**config.mk**
```make
export PLATFORM = sky130hd
export DESIGN_NAME = openmips_run_ctrl
export DESIGN_NICKNAME = d
export VERILOG_FILES = /design/src/rtl/openmips_run_ctrl.sv
export SDC_FILE = /design/constraint.sdc
export NUM_CORES = 1
export LEC_CHECK = 0
export BUFFER_PORTS_ARGS = -buffer_cell sky130_fd_sc_hd__buf_2
export CORE_ASPECT_RATIO = 0.8
export CORE_MARGIN = 2
export CORE_UTILIZATION = 40
export CTS_CLUSTER_DIAMETER = 60
export DETAILED_ROUTE_END_ITERATION = 8
export SLEW_MARGIN = 25
export SYNTH_ARGS = -nofsm -noshare
export SYNTH_HDL_FRONTEND = slang
export SYNTH_SLANG_ARGS = --single-unit
```
**constraint.sdc**
```tcl
create_clock -name clk -period 1.9 [get_ports clk]
set_clock_uncertainty 0.05 [all_clocks]
set_input_delay 0.095 -clock clk [delete_from_list [all_inputs] [get_ports clk]]
set_output_delay 0.095 -clock clk [all_outputs]
set_load 0.02 [all_outputs]
```
**src/rtl/openmips_run_ctrl.sv**
```systemverilog
// ---------------------------------------------------------------------------
// OpenMIPS run controller: reset sequencer and run-cycle monitor
//
// Holds NUM_CH core reset domains in reset for RST_CYCLES cycles after a
// start request. It then releases the channels in ascending index order,
// one every STAGGER cycles. Once the last channel is free it counts RUN
// cycles. The run ends on RUN_CYCLES (timeout) or on an external halt
// request. Afterwards it parks in DONE with all cores held in reset until
// the next start.
//
// Parameters
//   RST_CYCLES  cycles all channels are held after start (>= 1)
//   RUN_CYCLES  run length in cycles, 0 = unlimited (halt only)
//   NUM_CH      number of reset channels (>= 1)
//   STAGGER     cycles between successive channel releases, 0 = together
//   CNT_W       width of the run-cycle counter
//
// Ports
//   clk          system clock, rising edge
//   rst          synchronous active-low block reset
//   start_i      start / restart request (honoured in IDLE and DONE)
//   halt_req_i   end-of-run request (honoured in RUN)
//   cpu_rst_o    per-channel core reset, active high
//   running_o    high while in RUN
//   done_o       high while in DONE
//   timeout_o    in DONE: 1 = ended on RUN_CYCLES, 0 = ended on halt
//   cycle_cnt_o  number of RUN cycles executed
// ---------------------------------------------------------------------------
module openmips_run_ctrl #(
  parameter int RST_CYCLES = 6,
  parameter int RUN_CYCLES = 50,
  parameter int NUM_CH     = 2,
  parameter int STAGGER    = 1,
  parameter int CNT_W      = 32
) (
  input  logic              clk,
  input  logic              rst,
  input  logic              start_i,
  input  logic              halt_req_i,
  output logic [NUM_CH-1:0] cpu_rst_o,
  output logic              running_o,
  output logic              done_o,
  output logic              timeout_o,
  output logic [CNT_W-1:0]  cycle_cnt_o
);

  typedef enum logic [2:0] {
    ST_IDLE,
    ST_RESET,
    ST_RELEASE,
    ST_RUN,
    ST_DONE
  } state_t;

  // Release step at which the highest-index channel is freed.
  localparam int LAST_STEP = (NUM_CH - 1) * STAGGER;

  localparam logic [CNT_W-1:0] CNT_MAX  = {CNT_W{1'b1}};
  localparam logic [CNT_W-1:0] CNT_ONE  = CNT_W'(1);
  // Count value seen on the edge that completes a limited run.
  localparam logic [CNT_W-1:0] RUN_LAST = (RUN_CYCLES == 0) ? '0 : CNT_W'(RUN_CYCLES - 1);

  state_t            r_state;
  logic [31:0]       r_dly;
  logic [NUM_CH-1:0] r_cpuRst;
  logic              r_running;
  logic              r_done;
  logic              r_timeout;
  logic [CNT_W-1:0]  r_cnt;

  logic [31:0]       w_step;
  logic [NUM_CH-1:0] w_relMask;
  logic              w_lastStep;
  logic [CNT_W-1:0]  w_cntInc;

  // Release-step decode. The final RESET edge is release step 0. Each
  // RELEASE edge then applies step r_dly, so channel k is free once
  // k*STAGGER <= step. w_relMask is the reset pattern for that step.
  always_comb begin
    w_step     = (r_state == ST_RELEASE) ? r_dly : 32'd0;
    w_relMask  = '1;
    for (int k = 0; k < NUM_CH; k++) begin
      w_relMask[k] = (32'(k * STAGGER) > w_step);
    end
    w_lastStep = (w_step == 32'(LAST_STEP));
    // Saturate rather than wrap; only reachable in unlimited runs.
    w_cntInc   = (r_cnt == CNT_MAX) ? r_cnt : r_cnt + CNT_ONE;
  end

  // Sequencer FSM with all outputs registered alongside the state.
  always_ff @(posedge clk) begin
    if (!rst) begin
      r_state   <= ST_IDLE;
      r_dly     <= 32'd0;
      r_cpuRst  <= '1;
      r_running <= 1'b0;
      r_done    <= 1'b0;
      r_timeout <= 1'b0;
      r_cnt     <= '0;
    end else begin
      case (r_state)
        ST_IDLE: begin
          r_cpuRst <= '1;
          if (start_i) begin
            r_state   <= ST_RESET;
            r_dly     <= 32'd0;
            r_cnt     <= '0;
            r_timeout <= 1'b0;
            r_done    <= 1'b0;
          end
        end

        ST_RESET: begin
          if (r_dly == 32'(RST_CYCLES - 1)) begin
            // Hold time is over: this edge is release step 0.
            r_cpuRst <= w_relMask;
            if (w_lastStep) begin
              r_state   <= ST_RUN;
              r_running <= 1'b1;
            end else begin
              r_state <= ST_RELEASE;
              r_dly   <= 32'd1;
            end
          end else begin
            r_dly <= r_dly + 32'd1;
          end
        end

        ST_RELEASE: begin
          // ANDing with the current value keeps freed channels free.
          r_cpuRst <= r_cpuRst & w_relMask;
          if (w_lastStep) begin
            r_state   <= ST_RUN;
            r_running <= 1'b1;
          end else begin
            r_dly <= r_dly + 32'd1;
          end
        end

        ST_RUN: begin
          r_cnt <= w_cntInc;
          // Halt wins over a coinciding limit; the count still advances.
          if (halt_req_i) begin
            r_state   <= ST_DONE;
            r_running <= 1'b0;
            r_done    <= 1'b1;
            r_timeout <= 1'b0;
            r_cpuRst  <= '1;
          end else if ((RUN_CYCLES != 0) && (r_cnt == RUN_LAST)) begin
            r_state   <= ST_DONE;
            r_running <= 1'b0;
            r_done    <= 1'b1;
            r_timeout <= 1'b1;
            r_cpuRst  <= '1;
          end
        end

        ST_DONE: begin
          r_cpuRst <= '1;
          if (start_i) begin
            r_state   <= ST_RESET;
            r_dly     <= 32'd0;
            r_cnt     <= '0;
            r_timeout <= 1'b0;
            r_done    <= 1'b0;
          end
        end

        default: begin
          r_state   <= ST_IDLE;
          r_dly     <= 32'd0;
          r_cpuRst  <= '1;
          r_running <= 1'b0;
          r_done    <= 1'b0;
          r_timeout <= 1'b0;
          r_cnt     <= '0;
        end
      endcase
    end
  end

  assign cpu_rst_o   = r_cpuRst;
  assign running_o   = r_running;
  assign done_o      = r_done;
  assign timeout_o   = r_timeout;
  assign cycle_cnt_o = r_cnt;

endmodule
```
==> flow_summary_export.csv, run 1 <==
group,metric,value,unit
grt,grt_max_degree,32,
clocking,cts_tree,"done",
cells_and_area,regArea,1470,µm²
logic_synthesis,ys_dominant_reg_cell,"dfxtp_1",
worst_setup_path,crit_path_end_kind,"flip-flop",
clocking,h-tree-depth,3,
drt,highest_layer,"met4",
sta,setup_viol,3,
logic_synthesis,synthSimpleGateAreaFrac,35.5,%
cells_and_area,syn_to_final_growth,50.5,%
place,place_ws,-131,ps
logic_synthesis,syn_area_per_cell,8.13,µm²
drt,vias,3999,
power,combPwrFrac,7.1,%
worst_setup_path,crit_type,"reg2reg",
cells_and_area,multi_input_comb_area,2460,µm²
cells_and_area,antenna_cells,0,
die,core,9040,µm²
logic_synthesis,synth_top_area_share,39.0,%
place,dp_hpwl,8040,µm
drt,vias_per_cell,5.47,
place,globalplace.congestion,0.875,
grt,antenna_found_initial,0,
logic_synthesis,synthCells,455,
hold_path,hp-class,"in2reg",
logic_synthesis,post-synth-top-area-cell,"dfxtp_1",
clocking,clock_latency,330,ps
clocking,cts_buffers,9,
clocking,cts.sinks,72,
sta,fmax,0.521,GHz
sta,post-route-period-util,101,%
drt,drt-pass1-iter-count,4,
power,pwr-share-clk,48.3,%
drt,wl_met3,541,µm
logic_synthesis,synth.area.mux_share,0.271,%
logic_synthesis,yosys.area_share.adder,1.35,%
worst_setup_path,worstPathMaxFanout,6,
cells_and_area,layout.nets,620,
outcome,status,"complete, but fails checks",
logic_synthesis,synth.area.top_cells,"dfxtp_1 39%, nor2_1 5.7%, xor2_1 5.2%",
power,internal_power,2.66,mW
drt,wl_per_cell,15.5,µm
die,start_util,40.9,%
die,io-pin-count,41,
power,p_switching,0.765,mW
power,leakage,2.22,nW
grt,grt_overflow,0,
logic_synthesis,netlist-cell-type-count,51,
drt,postRouteAntennaNets,0,
logic_synthesis,synth_edf_count,0,
logic_synthesis,syn_area,3700,µm²
power,peakVddDrop,468,µV
outcome,violations,"setup timing",
logic_synthesis,synth_warnings,0,
logic_synthesis,synthXorXnorAreaFrac,9.00,%
sta,finalCriticalPeriod,1920,ps
sta,slew_violations,0,
worst_setup_path,arrival,2090,ps
die,dieArea,10000,µm²
clocking,clk_path_buf_depth,2,
logic_synthesis,postSynthRegisterBits,72,
die,placementRows,31,
logic_synthesis,synth_top_family_by_area,"simple AND/OR/NAND/NOR gates",
cells_and_area,drive_gt1_share,40.3,%
die,die_w,111,µm
clocking,clk_pin_slew,60,ps
grt,grt_pass1_wl,18700,µm
drt,wl,11300,µm
grt,grt_use_total,22.7,%
cells_and_area,fillers,797,
drt,drc,0,
sta,max-slew-margin-rel,67.5,%
grt,grt_pass1_vias,3792,
drt,dr_wl_met2,4850,µm
sta,hold_viol,0,
worst_setup_path,required,2070,ps
sta,fin_ws,-18.7,ps
clocking,clockRootBuffer,"clkbuf_16",
power,power_frac_seq,44.6,%
place,portBuffers,40,
logic_synthesis,synth_nets,463,
power,power.density,616,nW/µm²
drt,wl_met1,5790,µm
cells_and_area,fin_util,61.6,%
power,sw_frac_of_total,22.3,%
sta,rsz0062_at_grt,"yes",
run,cap_violations,0,
logic_synthesis,synth_compound_area_share,12.0,%
sta,tightest_slew,485,ps
drt,drt_first_iter_violations,251,
logic_synthesis,synth-async-reset-ratio,0,%
worst_setup_path,cp-start-kind,"flip-flop",
logic_synthesis,ys_seq_area_share,39.0,%
die,die_y,90.0,µm
-- cell usage after synthesis (all sizes together), types with 2 or more instances --
| cell type | n |
|---|---|
| xor2 | 22 |
| nand2 | 32 |
| nor4bb | 2 |
| dfxtp | 72 |
| inv | 12 |
| o211ai | 3 |
| o32ai | 2 |
| and2 | 2 |
| and4 | 5 |
| nand3b | 2 |
| nor4 | 21 |
| a21oi | 27 |
| nand4b | 2 |
| o31ai | 2 |
| nand3 | 34 |
| nor2b | 3 |
| clkbuf | 11 |
| and3 | 14 |
| nor3 | 13 |
| nor2 | 56 |
| xnor2 | 16 |
| or3 | 22 |
| a211oi | 2 |
| nand4 | 27 |
| or2 | 2 |
| buf | 3 |
| ha | 4 |
| o21ai | 27 |
-- registers in the layout, summed over array words and instances (netlist names) --
register	flops
cpu_rst_o	2
cycle_cnt_o	32
done_o	1
r_dly	32
r_state	3
running_o	1
timeout_o	1
-- kinds of logic after synthesis --
| kind of cell | count (synthesis) |
|---|---|
| adder cells (fa/ha/maj) | 4 |
| multiplexers | 1 |
| XOR/XNOR | 38 |
| AO/OA/AOI/OAI | 71 |
| buffers and inverters | 26 |
| AND/OR/NAND/NOR | 243 |
| flip-flops | 72 |
-- final cells by class --
class	instances	share of cell area, %
clock buffers	11	4.36
repair buffers	160	20.7
multi-input cells	357	44.2
clock inverters	4	0.810
well taps	115	2.59
flip-flops and latches	72	26.5
inverters	12	0.810
-- critical path: stages, from the launching register on --
cell	delay, ps
dfxtp_4	400
buf_4	130
nand4b_1	150
nor3_2	390
a31oi_2	250
buf_4	200
o31ai_1	240
-- worst paths after layout --
kind,from,to,slack [ps],depth (start not counted)
min,start_i,r_state[0],60,3
max reg2reg,r_state[1],cycle_cnt_o[1],-20,6
min reg2reg,cpu_rst_o[0],cpu_rst_o[0],420,2
max,r_state[1],cycle_cnt_o[1],-20,6
-- per-stage QoR --
step	instance area [µm²]	power, mW	hold slack [ps]	TNS (ps)	cells
after floorplan	3730	1.67	204	-1800	455
after global placement	4850	1.76	323	-125	706
after detailed placement	4850	1.76	327	-637	706
after CTS	5190	3.43	49.1	0	723
after global routing	5560	3.54	63.3	-2090	731
final	5560	3.43	55.6	-32.4	731
-- placed cells by master (no fill, tap or decap), types with 21 or more instances in the layout --
cell type  Yosys  routed
nand3_1       33      29
buf_2          1      40
o21ai_0       25      22
buf_4          0     111
nand4_1       26      26
nand2_1       32      30
dfxtp_1       72      51
a21oi_1       27      23
nor2_1        56      54
xor2_1        22      21
-- power by group through the flow --
| stage | Sequential, mW | Clock [mW] | Combinational [mW] |
|---|---|---|---|
| after floorplan | 1.56 | 0 | 0.103 |
| after global placement | 1.56 | 0 | 0.198 |
| after detailed placement | 1.56 | 0 | 0.201 |
| after CTS | 1.53 | 1.69 | 0.208 |
| after global routing | 1.53 | 1.75 | 0.260 |
| final | 1.53 | 1.66 | 0.242 |
-- per-layer routing --
metal / global-route usage, % / up-vias
li1: - / 1978
met1: 34.1 / 1914
met2: 32.8 / 96
met3: 5.06 / 11
met4: 6.17 / 0
met5: 0 / -
-- repair_timing --
| action | 4_1_cts | 5_1_grt |
|---|---|---|
| setup endpoints to repair | 49 | 67 |
| hold endpoints to repair | 1 | 0 |
| resized for setup | 8 | 70 |
| setup buffers | 1 | 9 |
| cloned | 0 | 1 |
| hold buffers | 1 | 0 |
| pin swaps | 1 | 19 |
Note: power is estimated with default switching activity, not from simulation.
==> run 2: changes to the inputs <==
--- a/config.mk
+++ b/config.mk
@@ -5,12 +5,12 @@
 export SDC_FILE = /design/constraint.sdc
 export NUM_CORES = 1
 export LEC_CHECK = 0
-export BUFFER_PORTS_ARGS = -buffer_cell sky130_fd_sc_hd__buf_2
 export CORE_ASPECT_RATIO = 0.8
 export CORE_MARGIN = 2
 export CORE_UTILIZATION = 40
 export CTS_CLUSTER_DIAMETER = 60
 export DETAILED_ROUTE_END_ITERATION = 8
+export DONT_BUFFER_PORTS = 1
 export SLEW_MARGIN = 25
 export SYNTH_ARGS = -nofsm -noshare
 export SYNTH_HDL_FRONTEND = slang
==> flow_summary_export.csv, run 2 (same netlist as run 1, synthesis figures left out) <==
group,metric,value,unit
outcome,status,"complete, but fails checks",
outcome,violations,"setup timing",
clocking,cts.sinks,72,
clocking,clk_path_buf_depth,2,
drt,vias,3882,
sta,hold_viol,0,
sta,setup_viol,1,
grt,grt_max_degree,23,
power,leakage,1.99,nW
worst_setup_path,cpPeakStageDelay,380,ps
cells_and_area,drive_gt1_share,36.6,%
cells_and_area,syn_to_final_growth,45.3,%
place,dp_hpwl,7720,µm
cells_and_area,mostFrequentLayoutCells,"104 x buf_4, 52 x nor2_1, 48 x dfxtp_1",
power,peakVddDrop,466,µV
die,start_util,40.9,%
power,combPwrFrac,6.2,%
worst_setup_path,critPathSlowestCell,"or3_1",
drt,wl_per_cell,16.2,µm
power,sw_frac_of_total,22.9,%
cells_and_area,antenna_cells,0,
grt,grt_pass1_vias,3511,
power,p_switching,0.743,mW
cells_and_area,layout.nets,576,
place,portBuffers,0,
sta,fin_ws,-16.1,ps
drt,drt-pass1-iter-count,4,
worst_setup_path,required,2120,ps
drt,drt_first_iter_violations,271,
die,core,9040,µm²
place,globalplace.congestion,0.848,
drt,wl,11100,µm
power,power_frac_seq,47.2,%
sta,rsz0062_at_grt,"yes",
grt,grt_overflow,0,
sta,slew_violations,0,
drt,vias_per_cell,5.66,
sta,post-route-period-util,101,%
power,power.density,603,nW/µm²
die,io-pin-count,41,
worst_setup_path,worstPathCellList,"xor2_4 -> a2111oi_4 -> buf_6 -> and2_4 -> nand3_2 -> or3_1 -> a21oi_1",
sta,max-slew-margin-rel,66.3,%
grt,antenna_found_initial,0,
cells_and_area,instances_no_fill,686,
worst_setup_path,crit_type,"reg2reg",
die,dieArea,10000,µm²
cells_and_area,stdcell_area,5370,µm²
worst_setup_path,worstPathMaxFanout,6,
clocking,clock_latency,340,ps
worst_setup_path,crit_path_end_kind,"flip-flop",
worst_setup_path,cp-start-kind,"flip-flop",
place,place_inst,662,
sta,hold_ws,55.2,ps
worst_setup_path,arrival,2130,ps
power,internal_power,2.50,mW
die,placementRows,31,
sta,finalCriticalPeriod,1920,ps
sta,tightest_slew,501,ps
grt,grt_pass1_wl,17600,µm
die,die_w,111,µm
hold_path,hp-class,"in2reg",
clocking,cts_buffers,9,
cells_and_area,fillers,765,
sta,fmax,0.522,GHz
place,place_ws,-98.3,ps
clocking,h-tree-depth,3,
grt,grt_use_total,21.7,%
clocking,clk_pin_slew,60,ps
clocking,clockRootBuffer,"clkbuf_16",
die,die_y,90.0,µm
place,postPlaceCellArea,4620,µm²
drt,drc,0,
drt,postRouteAntennaNets,0,
run,cap_violations,0,
clocking,cts_tree,"done",
cells_and_area,final_common_cell,"buf_4",
power,pwr-share-clk,46.5,%
-- run 2: cell types whose count changed in the layout (fill, tap and decap cells not counted), sizes merged --
cell,previous run,this run
buf,158,112
bufinv,1,0
clkbuf,12,13
clkinv,3,1
dlygate4sd3,1,3
o2111ai,1,2
-- run 2: worst max-delay path, delay by kind of cell (launching register included) --
family,cells,cell delay (ps)
flip-flops,1,370
buffers and inverters,1,180
AND/OR/NAND/NOR,3,600
XOR/XNOR,1,200
AO/OA/AOI/OAI,2,450
-- run 2: final cells by class --
cell class | instances | area [µm²] | share of cell area [%]
Multi-Input combinational cell | 358 | 2540 | 47.2
Inverter | 12 | 45.0 | 0.838
Tap cell | 115 | 144 | 2.68
Timing Repair Buffer | 115 | 910 | 16.9
Clock buffer | 13 | 250 | 4.66
Sequential cell | 72 | 1480 | 27.6
Clock inverter | 1 | 5.00 | 0.0932
-- run 2: timing repair --
action | in CTS | in global routing
pin swaps | 3 | 19
hold buffers | 3 | 0
hold endpoints to repair | 10 | 0
setup endpoints to repair | 42 | 64
cloned | 0 | 1
setup buffers | 2 | 5
resized for setup | 9 | 82
-- run 2: per-layer routing --
layer	GRT usage (%)	share of wire (%)	vias to the layer above
li1	-	-	1892
met1	32.1	49	1868
met5	0	0	-
met3	6.47	6.4	10
met4	6.58	1.0	0
met2	30.2	43	112
-- run 2: stage by stage --
step / TNS [ps] / total power [mW] / utilization, %
6_report: -16.1 / 3.24 / 59.4
5_1_grt: -1020 / 3.37 / 59.4
4_1_cts: 0 / 3.26 / 54.8
3_5_place_dp: -1340 / 1.74 / 51.1
3_3_place_gp: -356 / 1.74 / 51.1
2_1_floorplan: -1800 / 1.67 / -
-- run 2: path summary, 6_finish.rpt --
| check | startpoint | endpoint | slack (ps) | depth (start not counted) |
|---|---|---|---|---|
| setup / recovery | r_state[1] | cycle_cnt_o[23] | -20 | 7 |
| hold / removal | start_i | r_state[2] | 60 | 3 |
| setup reg to reg | r_state[1] | cycle_cnt_o[23] | -20 | 7 |
| hold reg to reg | cycle_cnt_o[14] | cycle_cnt_o[14] | 470 | 2 |
-- run 2: power groups by stage --
stage	Clock (mW)	Sequential, mW	Combinational (mW)
after global placement	0	1.57	0.171
after floorplan	0	1.56	0.103
after global routing	1.62	1.53	0.219
after CTS	1.54	1.53	0.183
final	1.51	1.53	0.202
after detailed placement	0	1.57	0.173
